==> src/rtl/shift_issue_stage.sv <==
// ID/EX stage for the execute-stage shifter: decodes SLL/SRA/ROR, selects the
// forwarded rs operand, registers shifter inputs and counts issued shifts.
module shift_issue_stage #(
  parameter int unsigned DATA_W = 16,
  parameter int unsigned CNT_W  = 16
) (
  input  logic              clk,
  input  logic              rst,
  input  logic              stall,
  input  logic              flush,
  input  logic              id_valid,
  input  logic [15:0]       id_instr,
  input  logic [DATA_W-1:0] id_rs_data,
  input  logic              exmem_wr_en,
  input  logic [3:0]        exmem_rd,
  input  logic [DATA_W-1:0] exmem_data,
  input  logic              memwb_wr_en,
  input  logic [3:0]        memwb_rd,
  input  logic [DATA_W-1:0] memwb_data,
  output logic              ex_valid,
  output logic              ex_is_shift,
  output logic [2:0]        ex_shift_op,
  output logic [3:0]        ex_shift_amt,
  output logic [DATA_W-1:0] ex_shift_in,
  output logic [3:0]        ex_rd,
  output logic              ex_wr_en,
  output logic [CNT_W-1:0]  shift_count
);

  localparam int unsigned REG_W = 4;
  localparam int unsigned OP_W  = 3;
  localparam int unsigned AMT_W = 4;
  localparam int unsigned OPC_W = 4;

  localparam logic [OPC_W-1:0] OPC_SLL = 4'h4;
  localparam logic [OPC_W-1:0] OPC_SRA = 4'h5;
  localparam logic [OPC_W-1:0] OPC_ROR = 4'h6;

  logic [OPC_W-1:0]  opcode_c;
  logic [REG_W-1:0]  rd_c;
  logic [REG_W-1:0]  rs_c;
  logic              is_shift_c;
  logic [OP_W-1:0]   op_c;
  logic [AMT_W-1:0]  amt_c;
  logic              wr_en_c;
  logic [DATA_W-1:0] fwd_c;
  logic [DATA_W-1:0] operand_c;
  logic              load_c;
  logic              bubble_c;

  assign opcode_c = id_instr[15:12];
  assign rd_c     = id_instr[11:8];
  assign rs_c     = id_instr[7:4];

  // Opcode decode; non-shift opcodes leave every shifter field at zero
  always_comb begin
    is_shift_c = 1'b0;
    op_c       = '0;
    amt_c      = '0;
    wr_en_c    = 1'b0;
    case (opcode_c)
      OPC_SLL: begin is_shift_c = 1'b1; op_c = 3'b000; end
      OPC_SRA: begin is_shift_c = 1'b1; op_c = 3'b001; end
      OPC_ROR: begin is_shift_c = 1'b1; op_c = 3'b010; end
      default: ;
    endcase
    if (is_shift_c) begin
      amt_c   = id_instr[3:0];
      wr_en_c = 1'b1;
    end
  end

  // Operand forwarding; R0 is hardwired to zero and never forwarded into
  always_comb begin
    fwd_c = id_rs_data;
    if (rs_c == '0)
      fwd_c = '0;
    else if (exmem_wr_en && (exmem_rd == rs_c))
      fwd_c = exmem_data;
    else if (memwb_wr_en && (memwb_rd == rs_c))
      fwd_c = memwb_data;
  end

  assign operand_c = is_shift_c ? fwd_c : '0;
  assign load_c    = !flush && !stall && id_valid;
  assign bubble_c  = flush || (!stall && !id_valid);

  // ID/EX register: flush beats stall, stall holds without re-sampling
  always_ff @(posedge clk or posedge rst) begin
    if (rst) begin
      ex_valid     <= 1'b0;
      ex_is_shift  <= 1'b0;
      ex_shift_op  <= '0;
      ex_shift_amt <= '0;
      ex_shift_in  <= '0;
      ex_rd        <= '0;
      ex_wr_en     <= 1'b0;
    end else if (bubble_c) begin
      ex_valid     <= 1'b0;
      ex_is_shift  <= 1'b0;
      ex_shift_op  <= '0;
      ex_shift_amt <= '0;
      ex_shift_in  <= '0;
      ex_rd        <= '0;
      ex_wr_en     <= 1'b0;
    end else if (load_c) begin
      ex_valid     <= 1'b1;
      ex_is_shift  <= is_shift_c;
      ex_shift_op  <= op_c;
      ex_shift_amt <= amt_c;
      ex_shift_in  <= operand_c;
      ex_rd        <= rd_c;
      ex_wr_en     <= wr_en_c;
    end
  end

  // Saturating issued-shift counter
  always_ff @(posedge clk or posedge rst) begin
    if (rst)
      shift_count <= '0;
    else if (load_c && is_shift_c && (shift_count != '1))
      shift_count <= shift_count + CNT_W'(1);
  end

endmodule

==> config.mk <==
export PLATFORM = sky130hd
export DESIGN_NAME = shift_issue_stage
export DESIGN_NICKNAME = d
export VERILOG_FILES = /design/src/rtl/shift_issue_stage.sv
export SDC_FILE = /design/constraint.sdc
export NUM_CORES = 1
export LEC_CHECK = 0
export ABC_AREA = 1
export CORE_MARGIN = 4
export CORE_UTILIZATION = 45
export CTS_BUF_LIST = sky130_fd_sc_hd__clkbuf_16
export DETAILED_ROUTE_END_ITERATION = 10
export PLACE_DENSITY = 0.95
export RECOVER_POWER = 50
export SLEW_MARGIN = 15
export SYNTH_ARGS = -nofsm -noshare
export SYNTH_HDL_FRONTEND = slang
export SYNTH_SLANG_ARGS = --single-unit
==> constraint.sdc <==
create_clock -name clk -period 2.5 [get_ports clk]
set_clock_uncertainty 0.1 [all_clocks]
set_input_delay 0.5 -clock clk [delete_from_list [all_inputs] [get_ports clk]]
set_output_delay 0.5 -clock clk [all_outputs]
set_load 0.02 [all_outputs]
==> results.rst <==
.. list-table::
   :header-rows: 1

   * - Metric
     - Value
   * - Number of buffers created by CTS
     - 5
   * - Synthesized flop and latch total
     - 44
   * - Post-cts resize count
     - 0
   * - Dominant cell type by area after synthesis
     - dfrtp_1
   * - Wire length per cell after detailed routing
     - between 10 and 15 um
   * - Endpoints failing setup
     - 0
   * - Sequential fraction of the synthesis area
     - 41.5%
   * - Power per Cell Area
     - between 400 and 500 nW/um^2
   * - Number of maximum-capacitance constraint violations
     - 0
   * - Placer Congestion
     - 0.871
   * - Layout Cells excl Fill
     - approximately 560
   * - Number of warnings printed during yosys synthesis
     - 0
   * - Portion of netlist area occupied by mux cells
     - 0%
   * - Status
     - completed
   * - Register area
     - between 1000 and 1500 sq um
   * - Critical path launch point type
     - input port
   * - Share of Yosys cell area claimed by the top area cell type
     - 41.5%
   * - Fraction of layout instances using a drive strength above 1
     - 6.61%
   * - Largest fanout of any net on the critical path
     - 28
   * - Number of levels in the clock H-tree
     - 2
   * - Global-route wire length before repair
     - 12300 um
   * - Critical Path, Cell by Cell
     - dlygate4sd3_1, nor2_2, nand2_2, nand2_1, inv_1, a22o_1
   * - Library cell with the highest instance count after synthesis
     - nand2_1
   * - Comb pwr share
     - 26.2%
   * - Crit path max-delay family
     - buffers and inverters
   * - Standby leakage power
     - 1.94 nW
   * - Cts hold-fix bufs
     - 0
   * - Overflow left after global routing
     - 0
   * - Syn_nets
     - 444
   * - Adder and majority gate portion of the synthesized area
     - 0.472%
   * - NetSw
     - 0.000565 W
   * - Clk slew on worst S/H paths
     - around 0.060 ns
   * - Delay of the slowest cell on the worst path
     - 0.61 ns
   * - Count of nets after finishing
     - approximately 560
   * - Vias
     - 2861
   * - Cell area after synthesis
     - 2650 sq um
   * - Reg2Reg Setup Slack
     - 0.67 ns
   * - CTS tree
     - yes
   * - X dimension of the die
     - between 80 and 90 um
   * - Crit path buffers/inverters
     - 2
   * - Part of the power in registers
     - 41.7%
   * - Die Outline Area
     - 7180 sq um
   * - Slowest-stage cell, CP
     - inv_1
   * - IR drop worst, VDD
     - 0.499 mV
   * - Count of antenna-violating nets left after detailed routing
     - 0
   * - Number of search-and-repair iterations in the first detailed-routing pass
     - 4
   * - Largest family of logic cells by synthesized area
     - simple AND/OR/NAND/NOR gates
   * - Filler Cell Count
     - 461
   * - Internal power component
     - 0.00138 W
   * - Min cycle time layout
     - 2.13 ns
   * - Multi-input gate area in the final layout
     - around 1400 sq um
   * - P&R area growth vs syn
     - 52.4%
   * - Die Span Y
     - 84.8 um
   * - Overall fraction of global-route tracks in use
     - 20.9%
   * - WL final
     - 7600 um
   * - DPL Wire Length
     - 5910 um
   * - Buffers inserted during post-CTS setup optimization
     - 0
   * - Hold/Removal Path Class
     - reg -> reg
   * - Number of global-route vias before repair
     - 2732
   * - Layout Utilization
     - 72.1%
   * - Total Neg Setup Slack
     - 0 ns
   * - Standard cell core area
     - 5610 sq um
   * - Slew at the pin closest to its max-slew limit
     - between 1 and 1.5 ns
   * - Dominant cells by area after synthesis
     - dfrtp_1 42%, nand2_1 19%, nor2_1 6.7%, nand3_1 5.1%, nand4_1 4.7%
   * - Reg2Reg Capture Point
     - shift_count[7]
   * - Clock latency reported for the late side of the worst-skew pair
     - 0.28 ns
   * - Async set-reset flop share out of synthesis
     - 100%
   * - Type of element capturing the critical path
     - flip-flop
   * - Arrival time worst endpoint
     - 2.24 ns
   * - R2r worst-path depth
     - 8
   * - Initial antenna violation count
     - 0
   * - Startpoint of the tightest hold check path
     - ex_valid
   * - Classification of the worst setup path
     - in -> reg
   * - Synthesized netlist cell count
     - 364
   * - Num Clock Sinks
     - 44
   * - Switching fraction of total power
     - 29.1%
   * - Number of enable flip-flop cells after synthesis
     - 0
   * - Buffer type at the clock tree root
     - clkbuf_16
   * - DRC marker count from the first detailed-route iteration
     - 155
   * - Count of final hold-check violations
     - 0
   * - Number of DRC violations after detailed routing
     - 0
   * - Share of the synthesized netlist area taken by xor and xnor gates
     - 3.30%
   * - Mean post-synth cell area
     - ~7.3 sq um
   * - Required time at the worst-slack endpoint
     - 2.61 ns
   * - Largest net degree at the start of global routing
     - 45
   * - Unrepaired setup endpoints after global routing
     - no
   * - Number of standard-cell rows in the floorplan
     - 27
   * - Synth cell types
     - 28
   * - Synth top cells by count
     - 132 x nand2_1, 47 x nor2_1, 44 x dfrtp_1
   * - Count of port buffers added during placement
     - around 120
   * - Terminating pin of the worst hold path
     - ex_valid
   * - Hold Path Cell Cnt
     - 2
   * - Dpl cells
     - 548
   * - Top-level I/O count
     - 125
   * - Worst slew margin relative to its limit
     - 27.9%
   * - Clk buf depth
     - 2
   * - Post-synthesis compound-gate area fraction
     - 5.76%
   * - Via count normalized by instance count
     - 5.15
   * - Number of diodes added for antenna fixing
     - 0
   * - Initial standard-cell utilization of the core
     - roughly 47%
   * - Area share of and/or/nand/nor cells after synthesis
     - about two fifths
   * - Launch point of the worst reg-to-reg path
     - shift_count[1]
   * - Pins over their slew limit
     - 0
   * - Post-route clock period utilization
     - ~85%
   * - Clock share of power
     - 32.1%
   * - Highest attainable clock frequency
     - 469 MHz
   * - Dominant register cell in the synthesized netlist
     - dfrtp_1
[power by group through the flow]
| stage | registers, W | logic (W) | clock network (W) |
|---|---|---|---|
| detailed placement | 0.000819 | 0.000508 | 0 |
| CTS | 0.000808 | 0.000515 | 0.000633 |
| floorplan | 0.000864 | 0.000197 | 0 |
| finish | 0.000808 | 0.000508 | 0.000624 |
| global route | 0.000815 | 0.000554 | 0.000671 |
| global placement | 0.000815 | 0.000489 | 0 |
[cell type report]
cell class                      count  area share, %
Inverter                           27           2.51
Clock buffer                        5           3.10
Sequential cell                    44           27.2
Tap cell                           72           2.23
Timing Repair Buffer              126           31.0
Multi-Input combinational cell    279           33.6
Clock inverter                      3          0.372
[sequential cells by signal, summed over array words and instances (netlist names)]
register	count
shift_count	16
ex_shift_op	2
ex_shift_in	16
ex_rd	4
ex_is_shift	1
ex_shift_amt	4
ex_valid	1
[cell usage in the layout, fill, tap and decap left out, drive strengths merged]
cell	synthesis	final
nor3	5	5
a22o	8	8
buf	13	2
conb	1	1
nand3	28	28
nand4	21	21
ha	1	1
clkinv	0	2
clkbuf	1	6
xor2	3	3
o21ai	15	15
xnor2	7	7
clkinvlp	0	1
dfrtp	44	44
nand2	137	137
nor2	53	53
inv	27	27
clkdlybuf4s50	0	110
dlygate4sd3	0	13
[routing by layer]
metal / vias up / share of wire (%) / GRT usage [%]
li1: 1412 / - / -
met1: 1306 / 40 / 25.2
met2: 130 / 50 / 37.1
met3: 13 / 8.8 / 5.30
met4: 0 / 1.5 / 5.32
met5: - / 0 / 0
[worst max-delay path by stage]
stage	to	depth (start not counted)	slack [ns]	from
after floorplan	shift_count[4]	9	0.82	shift_count[1]
after CTS	shift_count[3]	9	0.52	stall
final	ex_shift_amt[0]	6	0.37	stall
after global placement	shift_count[3]	9	0.28	stall
after global routing	ex_shift_op[0]	7	0.20	stall
after detailed placement	shift_count[3]	9	0.22	stall
[kinds of logic after synthesis]
group | after synthesis
adder cells (fa/ha/maj) | 1
flip-flops | 44
AO/OA/AOI/OAI | 23
buffers and inverters | 41
XOR/XNOR | 10
AND/OR/NAND/NOR | 244
other | 1
[worst min-delay path, cell delays in order (launching register included)]
cell and delay, ns:
dfrtp_1 0.33, nand2_1 0.05, nand2_1 0.05
[stage by stage]
stage          hold WS [ns]  power (W)  worst slack (ns)  cell area (sq um)
2_1_floorplan         0.482    0.00106             0.821               2650
3_3_place_gp          0.354    0.00130             0.283               3910
3_5_place_dp          0.358    0.00133             0.219               3910
4_1_cts               0.373    0.00196             0.520               4050
5_1_grt               0.390    0.00204             0.205               4040
6_report              0.369    0.00194             0.368               4040
Power figures use the tool's default switching activity.
